===== src/rtl/rca_multicycle_stager.sv =====
// Valid/ready timing stage around a combinational ripple-carry adder.
// Operands are registered on accept and held for SETTLE_CYCLES edges so the
// ripple path can be constrained as a multicycle path, then the sum is
// captured and offered downstream until it is taken.
module rca_multicycle_stager #(
  parameter int WIDTH         = 35,
  parameter int SETTLE_CYCLES = 3
) (
  input  logic             i_clk,
  input  logic             i_rst_n,
  input  logic             i_valid,
  output logic             o_ready,
  input  logic [WIDTH-1:0] i_add_term1,
  input  logic [WIDTH-1:0] i_add_term2,
  output logic [WIDTH-1:0] o_add_term1,
  output logic [WIDTH-1:0] o_add_term2,
  input  logic [WIDTH:0]   i_adder_result,
  output logic             o_valid,
  input  logic             i_ready,
  output logic [WIDTH:0]   o_result,
  output logic             o_busy
);

  localparam int CW = $clog2(SETTLE_CYCLES + 1);
  localparam logic [CW-1:0] CNT_LOAD = CW'(SETTLE_CYCLES - 1);

  // A zero settle time would capture on the accept edge itself, before the
  // registered operands have reached the adder.
  if (SETTLE_CYCLES < 1) begin : g_bad_settle
    $error("rca_multicycle_stager: SETTLE_CYCLES must be at least 1");
  end

  typedef enum logic [1:0] {IDLE, SETTLE, HOLD} state_t;

  state_t           state_reg, state_next;
  logic [CW-1:0]    cnt_reg, cnt_next;
  logic [WIDTH-1:0] term1_reg, term2_reg;
  logic [WIDTH:0]   result_reg;
  logic             accept;
  logic             capture;
  logic             ready_next;

  // State and settle counter register.
  always_ff @(posedge i_clk or negedge i_rst_n) begin
    if (!i_rst_n) begin
      state_reg <= IDLE;
      cnt_reg   <= '0;
    end else begin
      state_reg <= state_next;
      cnt_reg   <= cnt_next;
    end
  end

  // Next-state, counter and handshake decode; accept/capture strobe the datapath.
  always_comb begin
    state_next = state_reg;
    cnt_next   = cnt_reg;
    ready_next = 1'b0;
    accept     = 1'b0;
    capture    = 1'b0;
    case (state_reg)
      IDLE: begin
        ready_next = 1'b1;
        if (i_valid) begin
          accept     = 1'b1;
          cnt_next   = CNT_LOAD;
          state_next = SETTLE;
        end
      end
      SETTLE: begin
        if (cnt_reg == '0) begin
          capture    = 1'b1;
          state_next = HOLD;
        end else begin
          cnt_next = cnt_reg - CW'(1);
        end
      end
      HOLD: begin
        // Downstream taking the result frees the stage in the same cycle.
        ready_next = i_ready;
        if (i_ready) begin
          if (i_valid) begin
            accept     = 1'b1;
            cnt_next   = CNT_LOAD;
            state_next = SETTLE;
          end else begin
            state_next = IDLE;
          end
        end
      end
      default: begin
        state_next = IDLE;
        cnt_next   = '0;
      end
    endcase
  end

  // Operand registers move only on accept; result register only on capture.
  always_ff @(posedge i_clk or negedge i_rst_n) begin
    if (!i_rst_n) begin
      term1_reg  <= '0;
      term2_reg  <= '0;
      result_reg <= '0;
    end else begin
      if (accept) begin
        term1_reg <= i_add_term1;
        term2_reg <= i_add_term2;
      end
      if (capture) begin
        result_reg <= i_adder_result;
      end
    end
  end

  assign o_ready     = ready_next;
  assign o_valid     = (state_reg == HOLD);
  assign o_busy      = (state_reg != IDLE);
  assign o_add_term1 = term1_reg;
  assign o_add_term2 = term2_reg;
  assign o_result    = result_reg;

endmodule

===== config.mk =====
export PLATFORM = sky130hd
export DESIGN_NAME = rca_multicycle_stager
export DESIGN_NICKNAME = d
export VERILOG_FILES = /design/src/rtl/rca_multicycle_stager.sv
export SDC_FILE = /design/constraint.sdc
export NUM_CORES = 1
export LEC_CHECK = 0
export CORE_ASPECT_RATIO = 0.9
export CORE_MARGIN = 5
export CORE_UTILIZATION = 31
export DETAILED_ROUTE_END_ITERATION = 7
export GPL_TIMING_DRIVEN = 0
export SLEW_MARGIN = 40
export SYNTH_ARGS = -nofsm -noshare
export SYNTH_HDL_FRONTEND = slang
export SYNTH_SLANG_ARGS = --single-unit

===== constraint.sdc =====
create_clock -name i_clk -period 1.7 [get_ports i_clk]
set_input_delay 0.34 -clock i_clk [delete_from_list [all_inputs] [get_ports i_clk]]
set_output_delay 0.34 -clock i_clk [all_outputs]
set_load 0.05 [all_outputs]

==> results.md <==
* DR pass1 iterations at 3
* Final hold violation count at 0
* Max-slew headroom at roughly 63%
* Width of the die at 137.9 µm
* Fmax at 0.6043 GHz
* WHS Endpoint: o_result[15]
* Critical R2R Capture: o_add_term2[3]
* CTS tree: done
* Reg2reg start: state_reg[0]
* WL per Instance at around 16 µm
* Min Tclk post-route at between 1.5 and 2 ns
* Setup violators final at 0
* Syn Area/Cell at about 18 µm²
* Cells after Synth at 254
* Number of fill cells in the layout at 1,319
* Vias in the first global route at roughly 3,400
* Clock Skew at about 0.0094 ns
* Cell area after synthesis at between 0.004 and 0.005 mm²
* Post-Route WL at about 11,000 µm
* Die Y at roughly 130 µm
* CP max-delay cell: clkdlybuf4s50_1
* Crit path DAT at ~1.3 ns
* Detailed placer's ending HPWL at approximately 8400 µm
* Final Max Slew Viols at 0
* Antenna cells at 0
* Worst path max stage delay at 0.51 ns
* CTS buffer count at 9
* Max cap viols at 0
* I/O Buffers at between 200 and 250
* P&R area growth vs syn at 58.60%
* Largest net degree at the start of global routing at between 50 and 60
* GP Congestion at 0.7130
* Clk_lat worst skew at ~0.35 ns
* Overflow after GRT at 0
* Initial antenna violation count at 0
* Syn_nets at roughly 370
* Cells on worst reg2reg path at 6
* Io pins at between 200 and 250
* TNS Setup at 0 ns
* Critical Path End Type: output pin
* Final #Nets at between 500 and 600
* Max Root-Sink Buffers at 2
* CP Launch Type: input port
* CP required at 1.36 ns
* Fin crit share at a little over nine tenths
* Reg-to-reg slack, setup at about 0.12 ns
* First-pass GRT wire length at between 15,000 and 20,000 µm
* Hold depth at 1
* Post-DP Area at between 0.007 and 0.008 mm²
* Hold Slack at approximately 0.50 ns
* Outcome: complete, no violations
* Min-Delay Path Class: reg2reg
* H-Tree Depth at 3
* Row count at between 40 and 50
* Total clock sinks at 110
* Total die area at between 0.015 and 0.02 mm²
* Post-DRT Antenna Nets at 0
* Fin area at slightly above 0.007 mm²
* Flops & latches, synth at between 100 and 150
* Layout cells sized above 1 at between 30% and 40%
* Crit path kind: in2out
* DR iter-0 viols at 56
* Crit Path Max Fanout at 4
* DR vias/cell at between 4 and 5
* YS warnings at 0
* Total GRT Usage at about an eighth
* HP Start: o_result[15]
* RSZ-0062 raised after global routing: true
* Least-Margin Pin Slew at about 0.55 ns
* Yosys cell types at 23
* Worst path cell trace: clkdlybuf4s50_1 -> nand2b_4 -> nor2b_2 -> buf_6
* Starting density of the core at a little under a third
* # DRC at 0
* Core ar. at about 0.015 mm²
* Via count at 2,923
* Post-synthesis sequential area ratio at between 60% and 70%
* Number of flip-flops in the largest register at 36
* Clock transition at path regs at around 0.070 ns
* CTS root buf: clkbuf_16
layout by cell type, fill, tap and decap left out:
cell,Yosys,layout
a21oi_1,1,1
a221oi_1,1,1
a31o_2,1,1
and2_4,1,1
buf_12,8,8
buf_16,0,1
buf_4,1,3
buf_6,3,7
buf_8,0,1
bufinv_16,0,1
clkbuf_16,0,9
clkbuf_8,0,2
clkdlybuf4s50_1,0,108
clkinvlp_4,0,2
dfrtp_1,110,109
dfrtp_2,0,1
dlygate4sd2_1,0,106
dlygate4sd3_1,0,1
ha_1,1,1
inv_1,4,4
mux2_2,36,36
mux2_4,70,70
nand2_1,4,4
nand2b_4,0,1
nand3b_1,1,1
nor2_1,1,1
nor2b_2,1,1
nor2b_4,0,1
nor4b_1,1,1
o21ai_0,4,4
or2_2,1,1
or2b_1,1,1
layout make-up:
cell class              count  area, µm²  area share (%)
plain buffers              13      212.7           2.937
clock buffers              11      252.7           3.489
clock inverters             3      45.04          0.6219
inverters                   4      15.01          0.2073
multi-input cells         127       1605           22.16
flip-flops and latches    110       2754           38.02
well taps                 198      247.7           3.420
repair buffers            222       2111           29.14
worst max-delay path, delay by kind of cell:
kind                   cells  cell delay (ns)
AND/OR/NAND/NOR            2             0.29
buffers and inverters      2             0.67
kinds of logic (layout without fill, tap and decap cells):
group,Yosys count,in the layout,share of synthesized area [%]
AOI/OAI and AO/OA,7,7,0.9315
adders and majority gates,1,1,0.2739
buffers and inverters,17,253,4.849
DFF,110,110,60.27
muxes,106,106,31.89
and+or+nand+nor,13,13,1.781
cells in the mapped netlist (all sizes together):
library cell | n | area [µm²]
a21oi | 1 | 5.000
nor2b | 2 | 15.02
nor4b | 1 | 8.760
or2b | 1 | 7.510
o21ai | 4 | 20.02
nand3b | 1 | 7.510
inv | 4 | 15.01
mux2 | 106 | 1456
dfrtp | 110 | 2753
a31o | 1 | 8.760
nand2b | 1 | 8.760
or2 | 1 | 6.260
nor2 | 1 | 3.750
nand2 | 4 | 15.01
buf | 13 | 206.4
and2 | 1 | 8.760
a221oi | 1 | 8.760
ha | 1 | 12.51
metal layers:
metal / wire length [µm] / global-route usage [%] / part of all wire, % / vias to the layer above
li1: - / - / - / 1342
met1: 4600 / 15.88 / 41 / 1432
met2: 5187 / 20.90 / 46 / 131
met3: 1207 / 5.984 / 11 / 18
met4: 289 / 5.171 / 2.6 / 0
met5: 0 / 0 / 0 / -
worst max path at each step:
stage                       from         endpoint
finish                   i_ready          o_ready
global route        state_reg[0]          o_valid
CTS                      i_ready          o_ready
detailed placement       i_ready          o_ready
global placement         i_rst_n  o_add_term1[26]
floorplan           state_reg[1]          o_ready
metrics by stage:
stage / util (%) / setup WS (ns) / instances
after CTS: 49.41 / 0.008642 / 687
after global routing: 49.58 / -0.02216 / 688
after floorplan: - / 0.1233 / 254
after detailed placement: 48.12 / -0.6132 / 671
final: 49.58 / 0.04506 / 688
after global placement: 47.89 / -4.003 / 670
timing repair:
action | in CTS | in global routing
gates resized for setup | 128 | 5
setup buffers | 1 | 1
endpoints found under the hold margin | 56 | 0
hold buffers | 1 | 0
endpoints found under the setup margin | 109 | 26
pin swaps | 0 | 0
Power is not shown: default switching activity piles up to over one toggle a cycle in this logic, so the estimate is an artifact.
